$ cat config.mk
export PLATFORM = sky130hd
export DESIGN_NAME = vc_credit_tx
export DESIGN_NICKNAME = d
export VERILOG_FILES = /design/src/rtl/vc_credit_tx.sv
export SDC_FILE = /design/constraint.sdc
export NUM_CORES = 1
export LEC_CHECK = 0
export CORE_ASPECT_RATIO = 0.6
export CORE_MARGIN = 3
export CORE_UTILIZATION = 38
export DETAILED_ROUTE_END_ITERATION = 10
export HOLD_SLACK_MARGIN = 0.05
export PLACE_DENSITY = 0.78
export SETUP_SLACK_MARGIN = 0.02
export SLEW_MARGIN = 20
export SYNTH_ARGS = -nofsm -noshare
export SYNTH_HDL_FRONTEND = slang
export SYNTH_SLANG_ARGS = --single-unit
$ cat constraint.sdc
create_clock -name clk -period 3.1 [get_ports clk]
set_input_delay 0.31 -clock clk [delete_from_list [all_inputs] [get_ports clk]]
set_output_delay 0.31 -clock clk [all_outputs]
set_load 0.02 [all_outputs]
$ cat src/rtl/vc_credit_tx.sv
// vc_credit_tx
//
// Credit-based link transmitter for four virtual channels (VCs). Each cycle at
// most one VC that is requesting and holds at least one downstream credit is
// granted, chosen round-robin from a priority pointer. The granted flit is
// registered onto the link one cycle later. Each VC keeps a credit counter
// that starts at BUF_DEPTH. A grant spends one credit, and a credit return
// from downstream restores one credit.
//
// Parameters
//   FLIT_W       flit payload width in bits
//   BUF_DEPTH    downstream per-VC buffer depth in flits (1..7)
//
// Ports
//   clk          single clock, rising edge
//   clr          asynchronous active-high reset
//   req          per-VC request, bit i = VC i presents a flit
//   req_flit     per-VC flit data, VC i in [i*FLIT_W +: FLIT_W]
//   grant        combinational one-hot (or zero) grant; the flit is taken when set
//   credit_valid downstream returns one credit this cycle
//   credit_vc    VC index of the returned credit
//   out_valid    registered link flit valid
//   out_vc       registered link flit VC index
//   out_flit     registered link flit payload
//   credit_cnt   per-VC credit counters, VC i in [3*i +: 3]
//   credit_err   sticky flag: a credit was returned to a full counter

module vc_credit_tx #(
    parameter int unsigned FLIT_W    = 16,
    parameter int unsigned BUF_DEPTH = 4
) (
    input  logic                clk,
    input  logic                clr,
    input  logic [3:0]          req,
    input  logic [4*FLIT_W-1:0] req_flit,
    output logic [3:0]          grant,
    input  logic                credit_valid,
    input  logic [1:0]          credit_vc,
    output logic                out_valid,
    output logic [1:0]          out_vc,
    output logic [FLIT_W-1:0]   out_flit,
    output logic [11:0]         credit_cnt,
    output logic                credit_err
);

    localparam int unsigned NUM_VC = 4;
    localparam int unsigned CNT_W  = 3;
    localparam logic [CNT_W-1:0] CNT_MAX = CNT_W'(BUF_DEPTH);

    // ------------------------------------------------------------------
    // State
    // ------------------------------------------------------------------
    logic [1:0]        ptr_q,       ptr_d;
    logic [CNT_W-1:0]  cnt_q [NUM_VC];
    logic [CNT_W-1:0]  cnt_d [NUM_VC];
    logic              out_valid_q, out_valid_d;
    logic [1:0]        out_vc_q,    out_vc_d;
    logic [FLIT_W-1:0] out_flit_q,  out_flit_d;
    logic              err_q,       err_d;

    // ------------------------------------------------------------------
    // Arbitration
    // ------------------------------------------------------------------
    logic [NUM_VC-1:0] eligible;
    logic [1:0]        cand;
    logic [1:0]        grant_idx;
    logic              grant_any;
    logic [NUM_VC-1:0] grant_vec;
    logic [FLIT_W-1:0] grant_flit;

    // Eligibility uses the registered counter, so a credit returned this
    // cycle cannot enable a grant until the next cycle.
    always_comb begin
        eligible = '0;
        for (int i = 0; i < NUM_VC; i++) begin
            eligible[i] = req[i] && (cnt_q[i] != '0);
        end
    end

    // Scan VCs starting at ptr_q and take the first eligible one. The scan
    // never sees clr directly, so grant_any is masked separately below.
    always_comb begin
        cand      = ptr_q;
        grant_idx = ptr_q;
        grant_any = 1'b0;
        for (int k = 0; k < NUM_VC; k++) begin
            cand = ptr_q + 2'(k);
            if (!grant_any && eligible[cand]) begin
                grant_any = 1'b1;
                grant_idx = cand;
            end
        end
        // Nothing is accepted while in reset.
        if (clr) begin
            grant_any = 1'b0;
        end
    end

    always_comb begin
        grant_vec = '0;
        if (grant_any) begin
            grant_vec[grant_idx] = 1'b1;
        end
    end

    always_comb begin
        grant_flit = '0;
        for (int i = 0; i < NUM_VC; i++) begin
            if (grant_idx == 2'(i)) begin
                grant_flit = req_flit[i*FLIT_W +: FLIT_W];
            end
        end
    end

    // ------------------------------------------------------------------
    // Next state
    // ------------------------------------------------------------------
    always_comb begin
        ptr_d = ptr_q;
        if (grant_any) begin
            ptr_d = grant_idx + 2'd1;
        end
    end

    // Per-VC credit accounting. A grant and a credit return on the same VC
    // cancel. The return is a no-op in that case, even when the counter is
    // full, because the grant frees the slot that the credit refills.
    always_comb begin
        err_d = err_q;
        for (int i = 0; i < NUM_VC; i++) begin
            logic spend;
            logic refill;
            spend    = grant_vec[i];
            refill   = credit_valid && (credit_vc == 2'(i));
            cnt_d[i] = cnt_q[i];
            unique case ({spend, refill})
                2'b10: cnt_d[i] = cnt_q[i] - 1'b1;
                2'b01: begin
                    if (cnt_q[i] < CNT_MAX) begin
                        cnt_d[i] = cnt_q[i] + 1'b1;
                    end else begin
                        err_d = 1'b1;
                    end
                end
                default: cnt_d[i] = cnt_q[i];
            endcase
        end
    end

    // The link registers hold their payload on idle cycles. Only valid drops.
    always_comb begin
        out_valid_d = grant_any;
        out_vc_d    = out_vc_q;
        out_flit_d  = out_flit_q;
        if (grant_any) begin
            out_vc_d   = grant_idx;
            out_flit_d = grant_flit;
        end
    end

    // ------------------------------------------------------------------
    // Registers
    // ------------------------------------------------------------------
    always_ff @(posedge clk or posedge clr) begin
        if (clr) begin
            ptr_q       <= 2'd0;
            out_valid_q <= 1'b0;
            out_vc_q    <= 2'd0;
            out_flit_q  <= '0;
            err_q       <= 1'b0;
            for (int i = 0; i < NUM_VC; i++) begin
                cnt_q[i] <= CNT_MAX;
            end
        end else begin
            ptr_q       <= ptr_d;
            out_valid_q <= out_valid_d;
            out_vc_q    <= out_vc_d;
            out_flit_q  <= out_flit_d;
            err_q       <= err_d;
            for (int i = 0; i < NUM_VC; i++) begin
                cnt_q[i] <= cnt_d[i];
            end
        end
    end

    // ------------------------------------------------------------------
    // Outputs
    // ------------------------------------------------------------------
    always_comb begin
        credit_cnt = '0;
        for (int i = 0; i < NUM_VC; i++) begin
            credit_cnt[CNT_W*i +: CNT_W] = cnt_q[i];
        end
    end

    assign grant      = grant_vec;
    assign out_valid  = out_valid_q;
    assign out_vc     = out_vc_q;
    assign out_flit   = out_flit_q;
    assign credit_err = err_q;

endmodule

Word-level counts from Yosys, hierarchy flattened. Cells that the tools add are included.

Register bits: 34. Output and inout bits: 36. Logic and storage cells: 117.

Add/sub/neg operators: 12. Order comparisons: 10. Eq/ne operators: 18. Multiplexer cells: 39. Reductions and logical operators: 29.

Operators with widths (count): 2-to-1 mux 16 bit (4); case mux 3 bit (2 select lines) (4); 2-to-1 mux 1 bit (18); equality test 2 bit, second input constant (8); less-than comparator 2 x 3 -> 1 bit, second input constant (5); adder 3 x 1 -> 3 bit, second input constant (4); equality test 2 x 1 -> 1 bit, second input constant (6); logical AND 1 bit (12); less-than comparator 3 bit, second input constant (4); 2-to-1 mux 3 bit (4); nonzero test 3 bit (4); subtractor 3 x 1 -> 3 bit, second input constant (4); binary-select mux 1 bit (select 2 bit) (4); inequality test 2 bit, second input constant (4); AND reduction 2 bit (4); nonzero test 2 bit (4); 2-to-1 mux 2 bit (3); adder 2 x 1 -> 2 bit, second input constant (2); adder 2 bit, second input constant (2); logical NOT 2 bit (2); 2-to-1 mux 4 bit (1); logical NOT 1 bit (3); demux 1 bit (select 2 bit) (1); >= comparator 2 x 1 -> 1 bit, second input constant (1).

Depth between registers and ports, before layout. Gate-level depths: netlist of run 1.

Depth in word-level cells: 27. Gate-level depth with buffers: 13. Depth with buffers taken out: 12.

Least setup slack after synthesis of run 1. OpenSTA, ideal clock, no wires.

Kind: flip-flop to flip-flop. Start: reg cnt_q (netlist bit credit_cnt[11]). End: reg cnt_q (netlist bit credit_cnt[4]). Library setup time: 130 ps. Arrival time: 2904 ps. Data required time: 2970 ps. Slack: 65 ps. Cell stages (with the launch flop): 12. Path buffers: 2. Path through: dfstp_2 clkbuf_1 o31a_1 o221ai_1 a21oi_1 ha_1 clkbuf_1 nand2_1 nand2_1 fa_1 mux2i_1 mux2i_1.

RTL lines: from (decl) (RTL line 54) `logic [CNT_W-1:0] cnt_q [NUM_VC];`; from (signal, indexed assignment) (RTL line 181) `cnt_q[i] <= cnt_d[i];`.

Worst setup path in the final report of run 1.
Start: reg cnt_q (netlist bit credit_cnt[11]). End: reg err_q (netlist: credit_err).

Cells in the longest elaborated chain, start to end: 27. Elaborated cells between the ends (all ways): 42. Those cells by class: order compare: 3; eq/ne: 4; mux: 26; reduce/logical: 9.

Ends and longest elaborated chain: nonzero test 3 bit (RTL line 76) `eligible[i] = req[i] && (cnt_q[i] != '0);`; logical AND 1 bit (RTL line 76); binary-select mux 1 bit (select 2 bit) (RTL line 88) `if (!grant_any && eligible[cand]) begin`; 2-to-1 mux 1 bit (implied by the code) (RTL line 88); 2-to-1 mux 1 bit (RTL line 88); logical NOT 1 bit (RTL line 88); logical AND 1 bit (RTL line 88); 2-to-1 mux 1 bit (RTL line 88); [12 not listed]; 2-to-1 mux 1 bit (RTL line 136) `unique case ({spend, refill})`; 2-to-1 mux 1 bit (RTL line 139) `if (cnt_q[i] < CNT_MAX) begin`; 2-to-1 mux 1 bit (RTL line 136); 2-to-1 mux 1 bit (RTL line 139); 2-to-1 mux 1 bit (RTL line 136); 2-to-1 mux 1 bit (RTL line 139); 2-to-1 mux 1 bit * (RTL line 136); named net err_d (RTL line 59) `logic err_q, err_d;`; to (signal assigned) (RTL line 179) `err_q <= err_d;`; to (decl) (RTL line 59).

The timed path passes the listed nets; every way through them passes the cells marked *. The select of a mux whose other input is x is not followed. A chain may end at the register's enable or synchronous reset.

==> summary.md, run 1 <==
| Metric | Value |
|---|---|
| Area of the multi-input gates | `1404 um2` |
| DIE HEIGHT | `67.17 um` |
| Dpl hpwl | `6.031 mm` |
| Post-Route WL | `7.881 mm` |
| R2r startpoint | `credit_cnt[11]` |
| Mux contribution to synthesized area | `0.03907` |
| Starting Density | `0.4081` |
| Fraction of layout cells with a size suffix above 1 | `0.1376` |
| Area leader, netlist | `dfrtp_1` |
| CP Max Fanout | `9` |
| Synth Warn # | `0` |
| Worst r2r path cells | `9` |
| Register Area | `855.8 um2` |
| Vias | `2,551` |
| ANT cells | `0` |
| Tightest Pin Transition | `681.7 ps` |
| Initial antenna violation count | `0` |
| Distinct cell type count after synthesis | `46` |
| Compound-Gate Fraction of Synth Area | `0.3326` |
| Worst setup SP type | `flop` |
| Synth top area share | `0.3168` |
| Post-layout min period | `2909 ps` |
| Max Slew Vio Count | `0` |
| Port buffer count | `108` |
| CTS Buf Count | `5` |
| Critical Path Source | `credit_cnt[11]` |
| Xor/xnor cell area share of the yosys netlist | `0.003696` |
| Crit end category | `flop` |
| Clk root buf | `clkbuf_8` |
| Most common cell after layout, fill and taps aside | `clkdlybuf4s50_1` |
| Core Area | `5807 um2` |
| Hold/Removal Path Class | `flop to flop` |
| Simple-Gate Fraction of Synth Area | `0.1468` |
| Flop and latch count out of synthesis | `34` |
| Routed len/inst | `17.21 um` |
| Drt first pass iters | `6` |
| Initial DRC count | `135` |
| Ys async rst share | `1.000` |
| Crit path arrival time | `3060 ps` |
| Worst VDD drop | `0.0004170 V` |
| Clock slew at reported path FFs | `70 ps` |
| DP Area | `3618 um2` |
| Crit Path Category | `flop to flop` |
| Vias in the first global route | `2,354` |
| Fin crit share | `0.9382` |
| Final WS setup | `191.5 ps` |
| First-pass GRT wire length | `12.43 mm` |
| Net count, final | `458` |
| DIE WIDTH | `108.0 um` |
| CP endpoint | `credit_err` |
| Cell area after technology mapping | `2370 um2` |
| Final hold violation count | `0` |
| Outcome | `finished, final reports clean` |
| Final GP Congestion | `0.8259` |
| Antenna-violating nets left | `0` |
| Clk buf depth | `2` |
| Setup TNS | `0 ps` |
| Row count | `21` |
| Final setup fails | `0` |
| Largest net degree at the start of global routing | `35` |
| Worst skew pair latency | `280 ps` |
| Grt total ovfl | `0` |
| Rel. slew slack | `0.5445` |
| Post-Syn Nets | `340` |
| CTS tree | `yes` |
| Worst path required time | `3250 ps` |
| Seq/Total Area, Yosys | `0.3611` |
| Fmax | `343.8 MHz` |
| Number of hold buffers added after cts | `0` |
| Area growth syn-to-layout | `58.98%` |
| Avg Cell Area, Syn | `9.150 um2` |
| Post-synth EDFFs | `0` |
| Largest family of logic cells by synthesized area | `compound AO/OA/AOI/OAI gates` |
| Fin area | `3767 um2` |
| H-tree level count | `2` |
| Reg-to-reg endpoint | `credit_err` |
| Cell Pwr Density | `878.5 nW/um2` |
| Post-DR vias/cell | `5.570` |
| Fill count | `498` |
| Most frequent cells in the layout | `104 x clkdlybuf4s50_1, 31 x nand2_1, 30 x dfrtp_1` |
| DRC errors left | `0` |
| Ys flop type | `dfrtp_1` |
| Sinks on Clock Net | `34` |
| Total GRT Usage | `0.2188` |
| Number of placed I/O pins | `109` |
| Die area | `7251 um2` |
| Dpl ws | `-56.99 ps` |
| Total leakage power | `0.001547 uW` |
| Clock Skews | `8.647 ps` |
| Synth Area in Adders | `0.05491` |
| Top cells by area, synth | `dfrtp_1 32%, a221o_1 7.2%, o211ai_1 7.0%, a31oi_1 5.0%, nand2_1 4.9%` |
| FF-to-FF setup slack | `190 ps` |
| MaxCap Viol Count | `0` |
| Mapped Cells | `259` |
power by group:
part           leakage (uW)  switching, uW  internal [uW]
clock             0.0000482            159            179
combinational       0.00111           1110           1030
sequential         0.000388            185            653
total               0.00155           1450           1860
worst min-delay path by stage:
| stage | endpoint | depth (start not counted) | slack [ps] | startpoint |
|---|---|---|---|---|
| 6_report | out_vc[0] | 2 | 490 | out_vc[0] |
| 4_1_cts | out_vc[0] | 2 | 500 | out_vc[0] |
| 3_5_place_dp | out_vc[0] | 2 | 480 | out_vc[0] |
| 5_1_grt | out_vc[0] | 2 | 560 | out_vc[0] |
| 2_1_floorplan | out_flit[0] | 2 | 470 | req_flit[48] |
| 3_3_place_gp | out_vc[0] | 2 | 500 | out_vc[0] |
what timing repair did:
| action | in CTS | in global routing |
|---|---|---|
| setup buffers | 1 | 0 |
| endpoints found under the setup margin | 4 | 15 |
| resized for setup | 3 | 10 |
| pin swaps | 1 | 0 |
stage by stage:
step	util	cells	hold slack [ps]	total power [uW]
final	0.6488	458	489.5	3310
after floorplan	-	259	466.2	2046
after CTS	0.6421	458	497.5	3304
after global routing	0.6488	458	556.9	3568
after detailed placement	0.6231	449	480.2	2938
after global placement	0.6231	449	504.4	2886
kinds of logic after synthesis:
logic type / Yosys count
AO/OA/AOI/OAI: 98
AND/OR/NAND/NOR: 75
buffers and inverters: 34
flip-flops: 34
multiplexers: 9
adder cells (fa/ha/maj): 8
XOR/XNOR: 1
routing by layer:
layer	routed length, um	track usage	part of all wire	up-vias
met2	3273	0.3150	0.42	115
li1	-	-	-	1229
met5	0	0	0	-
met3	872	0.06017	0.11	6
met4	19	0.02835	0.0024	0
met1	3716	0.3337	0.47	1201
cell usage after synthesis (3+ instances only):
master and count:
a21oi_1 9, a221o_1 17, a31oi_1 19, buf_2 3, clkbuf_1 14, dfrtp_1 30
dfstp_2 4, fa_1 4, ha_1 4, inv_1 11, mux2i_1 7, nand2_1 31
nand3_1 4, nor2_1 21, nor3_1 5, nor3b_1 3, o211ai_1 22, o21ai_0 8
o31a_1 3, o31ai_1 4
state kept, by name, summed over array words and instances (netlist names):
signal,cells
credit_cnt,12
out_vc,2
credit_err,1
out_flit,16
out_valid,1
ptr_q,2
critical path, cell delays in order, from the launching register on:
cell and delay (ps):
dfstp_2 420, o31a_1 370, a311o_1 340, o211ai_1 180
ha_1 260, nor2b_2 210, o41ai_4 110, buf_4 160
a31o_2 230, or4_1 490
area by class of cell:
class,count,area share
timing repair buffer,130,0.3334
multi-input combinational,191,0.3726
inverter,15,0.01594
tap,80,0.02657
clock buffer,7,0.02292
clock inverter,1,0.001328
sequential,34,0.2272
No activity file was read; power rests on OpenSTA's default activity.
==> run 2, diff against run 1 <==
RECOVER_POWER = 25   (was default)
TNS_END_PERCENT = 10   (was default)
==> run 2 against run 1 <==
  * The flow now finishes with violations (max-capacitance violations, max-slew violations)
  * First-iteration DRC count stayed put
  * Clock power about the same
  * Critical path depth unchanged
  * Maximum frequency decreased by 0.15%
  * Largest power group unchanged
==> summary.md, run 2 (synthesis gave the netlist of run 1 again) <==
| Metric | Value |
|---|---|
| Outcome | `complete, but fails checks` |
| Failing checks | `max-capacitance violations, max-slew violations` |
| Number of hold buffers added after cts | `0 (unchanged)` |
| Vias | `2,547 (-0.16%)` |
| Area growth syn-to-layout | `58.82% (about the same)` |
| Psw | `1452 uW (about the same)` |
| Starting Density | `0.4081 (unchanged)` |
| Worst setup SP type | `flop` |
| Clock power share | `0.102 (about the same)` |
| Tightest Pin Transition | `1907 ps (+1225 ps)` |
| Fill count | `500 (+0.40%)` |
| Antenna-violating nets left | `0 (unchanged)` |
| Clk root buf | `clkbuf_8` |
| Cell Pwr Density | `879.2 nW/um2 (about the same)` |
| Post-layout min period | `2913 ps (+4.222 ps)` |
| Crit end category | `flop` |
| Fin crit share | `0.9396 (+0.001362)` |
| Dpl ws | `-56.99 ps (unchanged)` |
| Routed len/inst | `17.21 um (about the same)` |
| Cell internal pwr | `1857 uW (about the same)` |
| Clock slew at reported path FFs | `80 ps (about the same)` |
| Row count | `21 (unchanged)` |
| Worst path max stage delay | `490 ps (about the same)` |
| Reg-to-reg endpoint | `credit_err` |
| Total Power | `3309 uW (about the same)` |
| Worst VDD drop | `0.0004170 V (about the same)` |
| Number of placed I/O pins | `109 (unchanged)` |
| Worst r2r path cells | `9 (unchanged)` |
| H-tree level count | `2 (unchanged)` |
| Final setup fails | `0 (unchanged)` |
| Hold Path End | `out_vc[0]` |
| Switching share of power | `0.4387 (about the same)` |
| R2r startpoint | `credit_cnt[11]` |
| Crit path arrival time | `3060 ps (about the same)` |
| WL met1 | `3.701 mm (-0.40%)` |
| Most frequent cells in the layout | `103 x clkdlybuf4s50_1, 31 x nand2_1, 30 x dfrtp_1` |
| Net count, final | `458 (unchanged)` |
| Hold depth | `2 (unchanged)` |
| WL met3 | `903 um (+3.6%)` |
| Post-DR vias/cell | `5.561 (-0.16%)` |
| CP Max Fanout | `9 (unchanged)` |
| Metal2 WL | `3.265 mm (-0.24%)` |
| Clk buf depth | `2 (unchanged)` |
| Final WS setup | `187.2 ps (-4.222 ps)` |
| Critical path buffer and inverter count | `1 (unchanged)` |
| Vias in the first global route | `2,354 (unchanged)` |
| Max Slew Vio Count | `35 (+35)` |
| DIE HEIGHT | `67.17 um (unchanged)` |
| DRC errors left | `0 (unchanged)` |
| Post-Route WL | `7.882 mm (about the same)` |
| Comb pwr share | `0.644 (about the same)` |
| DIE WIDTH | `108.0 um (unchanged)` |
| Most common cell after layout, fill and taps aside | `clkdlybuf4s50_1` |
| Fmax | `343.3 MHz (-0.15%)` |
| Max reg flops | `16 (unchanged)` |
| CTS tree | `yes` |
| First-pass GRT wire length | `12.43 mm (unchanged)` |
| Grt total ovfl | `0 (unchanged)` |
| Fraction of layout cells with a size suffix above 1 | `0.1349 (-0.002646)` |
| Worst path slowest cell | `or4_1` |
| Max Used Layer | `met4` |
| Setup TNS | `0 ps (unchanged)` |
| Port buffer count | `108 (unchanged)` |
| Final hold violation count | `0 (unchanged)` |
| Kind of cell adding the most delay to the critical path | `compound AO/OA/AOI/OAI gates` |
| Crit Path Category | `flop to flop` |
| Register share of total power | `0.253 (about the same)` |
| Initial antenna violation count | `0 (unchanged)` |
| Worst path required time | `3250 ps (about the same)` |
| CP Depth | `9 (unchanged)` |
| Hold Crit Start | `out_vc[0]` |
| Total GRT Usage | `0.2188 (unchanged)` |
| Crit path cell chain | `o31a_1 > a311o_1 > o211ai_1 > ha_1 > nor2b_2 > o41ai_4 > buf_4 > a31o_2 > or4_1` |
| Largest net degree at the start of global routing | `35 (unchanged)` |
| Rel. slew slack | `-0.2714 (-0.8159)` |
| Clock Skews | `8.887 ps (+0.2392 ps)` |
| Hold/Removal Path Class | `flop to flop` |
| Worst skew pair latency | `280 ps (about the same)` |
| Die area | `7251 um2 (unchanged)` |
| Drt first pass iters | `4 (-2)` |
| CTS Buf Count | `5 (unchanged)` |
| Final GP Congestion | `0.8259 (unchanged)` |
| Dpl hpwl | `6.031 mm (unchanged)` |
| Initial DRC count | `135 (unchanged)` |
| Core Area | `5807 um2 (unchanged)` |
| ANT cells | `0 (unchanged)` |
| Sinks on Clock Net | `34 (unchanged)` |
| MaxCap Viol Count | `1 (+1)` |
| FF-to-FF setup slack | `190 ps (about the same)` |
| Total leakage power | `0.001544 uW (-0.22%)` |
run 2: changes by cell type in the layout (fill, tap and decap cells not counted), sizes merged:
cell / change
buf: -1
clkbuf: +1
clkdlybuf4s50: -1
dlygate4sd3: +1
run 2: area by class of cell:
| class | instances | area (um2) | area share |
|---|---|---|---|
| timing repair buffer | 130 | 1252 | 0.3328 |
| inverter | 15 | 60.06 | 0.01596 |
| clock inverter | 1 | 5.005 | 0.001330 |
| sequential | 34 | 855.8 | 0.2274 |
| clock buffer | 7 | 86.33 | 0.02294 |
| multi-input combinational | 191 | 1404 | 0.3730 |
| tap | 80 | 100.1 | 0.02660 |
run 2: how the worst max path moves through the flow:
| stage | endpoint | start |
|---|---|---|
| after floorplan | credit_cnt[4] | credit_cnt[11] |
| after global placement | credit_cnt[2] | req[1] |
| after detailed placement | credit_cnt[2] | req[1] |
| after CTS | grant[2] | credit_cnt[4] |
| after global routing | credit_cnt[2] | credit_cnt[1] |
| final | credit_err | credit_cnt[11] |
run 2: metal layers:
metal,global-route usage,up-vias
li1,-,1228
met1,0.3337,1196
met2,0.3150,119
met3,0.06017,4
met4,0.02835,0
met5,0,-
run 2: what timing repair did:
action | 4_1_cts | 5_1_grt
gates resized for setup | 3 | 10
endpoints found under the hold margin | 0 | 0
buffers inserted | 1 | 0
pin swaps | 1 | 0
setup endpoints to repair | 4 | 15
run 2: power by group through the flow:
stage	Combinational [uW]	Clock, uW	Sequential [uW]
6_report	2130	339	838
5_1_grt	2330	364	870
4_1_cts	2130	350	828
3_5_place_dp	2100	0	834
3_3_place_gp	2060	0	827
2_1_floorplan	984	0	1060
run 2: worst min-delay path, delay by kind of cell (launching register included):
kind / cells / cell delay [ps]
compound gates: 1 / 70
simple gates: 1 / 40
flops: 1 / 340
run 2: metrics by stage:
step,hold slack (ps),instances,instance area [um2],util
after floorplan,466.2,259,2370,-
after global routing,556.9,458,3764,0.6481
after CTS,497.5,458,3729,0.6421
after detailed placement,480.2,449,3618,0.6231
final,491.4,458,3764,0.6481
after global placement,504.4,449,3618,0.6231
==> run 3, diff against run 2 <==
CORE_ASPECT_RATIO = default   (was 0.6)
GPL_TIMING_DRIVEN = 0   (was default)
==> run 3 against run 2 <==
  * The flow now finishes without violations
  * Routed wire length fell by 4.0%
  * Cell area fell by 0.47%
  * Sequential share of layout area rose by 0.31 points
  * Highest routed layer unchanged
==> summary.md, run 3 (synthesis gave the netlist of run 1 again) <==
| Metric | Value |
|---|---|
| Number of placed I/O pins | `109 (unchanged)` |
| Max Slew Vio Count | `0 (-100%)` |
| Post-Route WL | `7.565 mm (-4.0%)` |
| Worst r2r path cells | `10 (+1)` |
| Core Area | `5991 um2 (+3.2%)` |
| Final setup fails | `0 (unchanged)` |
| Critical Path Source | `credit_cnt[10]` |
| R2r startpoint | `credit_cnt[10]` |
| Post-DR vias/cell | `5.641 (+1.4%)` |
| Clock Skews | `4.396 ps (-4.491 ps)` |
| Vias in the first global route | `2,524 (+7.2%)` |
| First-pass GRT wire length | `12.18 mm (-2.1%)` |
| Worst path required time | `2790 ps (-460 ps)` |
| Port buffer count | `108 (unchanged)` |
| Vias | `2,578 (+1.2%)` |
| Comb pwr share | `0.624 (-0.020)` |
| ANT cells | `0 (unchanged)` |
| Antenna-violating nets left | `0 (unchanged)` |
| DRC errors left | `0 (unchanged)` |
| Tightest Pin Transition | `1101 ps (-806.5 ps)` |
| Hold/Removal Path Class | `flop to flop` |
| Largest net degree at the start of global routing | `20 (-43%)` |
| Total GRT Usage | `0.2088 (-0.01007)` |
| H-tree level count | `2 (unchanged)` |
| Cell internal pwr | `1822 uW (-1.9%)` |
| Clk buf depth | `2 (unchanged)` |
| Fin crit share | `0.9724 (+0.03283)` |
| Reg-to-reg endpoint | `credit_cnt[1]` |
| Rel. slew slack | `0.2663 (+0.5376)` |
| RSZ-0062 raised after global routing | `true` |
| DIE WIDTH | `84.97 um (-21%)` |
| Die area | `7220 um2 (-0.43%)` |
| Grt total ovfl | `0 (unchanged)` |
| Number of hold buffers added after cts | `0 (unchanged)` |
| Most common cell after layout, fill and taps aside | `clkdlybuf4s50_1` |
| MaxCap Viol Count | `0 (-1)` |
| Post-layout min period | `3015 ps (+101.8 ps)` |
| Psw | `1429 uW (-1.5%)` |
| Net count, final | `462 (+0.87%)` |
| Drt first pass iters | `4 (unchanged)` |
| CP Max Fanout | `6 (-3)` |
| Max reg flops | `16 (unchanged)` |
| Fmax | `331.7 MHz (-3.4%)` |
| Final core occ | `0.6253 (-0.02282)` |
| Total leakage power | `0.001471 uW (-4.7%)` |
| Outcome | `finished, final reports clean` |
| Switching share of power | `0.4397 (+0.0009632)` |
| Crit Path Category | `flop to primary output` |
| DP Area | `3572 um2 (-1.3%)` |
| Fraction of layout cells with a size suffix above 1 | `0.1361 (+0.001205)` |
| Initial DRC count | `166 (+23%)` |
| Area growth syn-to-layout | `58.08%` |
| CP endpoint | `grant[0]` |
| Worst VDD drop | `0.0003595 V (-14%)` |
| Worst setup SP type | `flop` |
| Clock power share | `0.107 (+0.005)` |
| CTS tree | `yes` |
| Register share of total power | `0.269 (+0.016)` |
| Final hold violation count | `0 (unchanged)` |
| Clk root buf | `clkbuf_8` |
| Fin area | `3746 um2 (-0.47%)` |
| Clock slew at reported path FFs | `70 ps (about the same)` |
| CTS Buf Count | `5 (unchanged)` |
| Row count | `28 (+33%)` |
| Sinks on Clock Net | `34 (unchanged)` |
| Fill count | `505 (+1.0%)` |
| Worst skew pair latency | `290 ps (about the same)` |
| FF-to-FF setup slack | `100 ps (-90 ps)` |
| Most frequent cells in the layout | `103 x clkdlybuf4s50_1, 31 x nand2_1, 24 x dfrtp_1` |
| Crit path arrival time | `2700 ps (-360 ps)` |
| Crit end category | `primary output` |
| Cell Pwr Density | `867.8 nW/um2 (-1.3%)` |
| Starting Density | `0.3956 (-0.01253)` |
| Routed len/inst | `16.55 um (-3.8%)` |
| Initial antenna violation count | `0 (unchanged)` |
| DIE HEIGHT | `84.97 um (+26%)` |
| Final GP Congestion | `0.8372 (+1.4%)` |
| Dpl hpwl | `5.935 mm (-1.6%)` |
## run 3: changes by cell type in the layout (fill, tap and decap cells not counted), sizes merged
| cell | before | now |
|---|---|---|
| clkbuf | 8 | 19 |
| dlymetal6s2s | 4 | 1 |
| buf | 21 | 13 |
| clkinv | 2 | 3 |
| clkdlybuf4s15 | 0 | 3 |
## run 3: power by group through the flow
stage                     sequential (uW)  clock, uW  combinational, uW
after floorplan                      1060          0                984
final                                 874        347               2030
after detailed placement              871          0               1980
after global placement                859          0               1920
after global routing                  919        381               2210
after CTS                             874        357               2010
## run 3: worst min-delay path by stage
stage | depth (start not counted) | startpoint | slack, ps | to
6_report | 2 | out_vc[0] | 490 | out_vc[0]
5_1_grt | 2 | out_vc[1] | 540 | out_vc[1]
4_1_cts | 2 | clr | 390 | credit_err
3_5_place_dp | 2 | out_vc[0] | 470 | out_vc[0]
3_3_place_gp | 2 | out_vc[0] | 470 | out_vc[0]
2_1_floorplan | 2 | req_flit[48] | 470 | out_flit[0]
## run 3: final cells by class
type	count	area, um2	share of cell area
inverters	15	56.30	0.01503
flip-flops and latches	34	863.3	0.2305
clock inverters	2	12.51	0.003340
clock buffers	6	82.58	0.02204
well taps	75	93.84	0.02505
repair buffers	117	1150	0.3069
multi-input cells	191	1396	0.3727
plain buffers	17	91.34	0.02438
## run 3: repair_timing
action / CTS / global route
setup endpoints to repair: 24 / 24
pin swaps: 5 / 1
hold endpoints to repair: 0 / 0
buffers inserted: 4 / 4
gates resized for setup: 17 / 11
## run 3: critical path, stage by stage, from the launching register on
cell and delay, ps:
dfrtp_2 460, o31a_1 340, a311o_1 320, o211ai_1 180
buf_4 180, ha_1 170, nor2b_1 220, o41ai_4 150
inv_1 80, clkdlybuf4s15_1 300
## run 3: through the flow
step	power, uW	hold WS, ps	std cells	TNS, ps	worst slack, ps
finish	3251	494.6	457	0	85.45
global route	3508	544.9	457	-230.1	-34.43
CTS	3240	393.9	454	0	2.816
detailed placement	2848	474.9	443	-5241	-567.9
global placement	2783	468.4	442	-7681	-726.6
floorplan	2046	466.2	259	0	65.43
## run 3: per-layer routing
layer	vias to the layer above	routed length, um	global-route usage
met5	-	0	0
met4	0	80	0.05324
met3	8	477	0.05146
met2	85	3869	0.3658
met1	1252	3137	0.2561
li1	1233	-	-
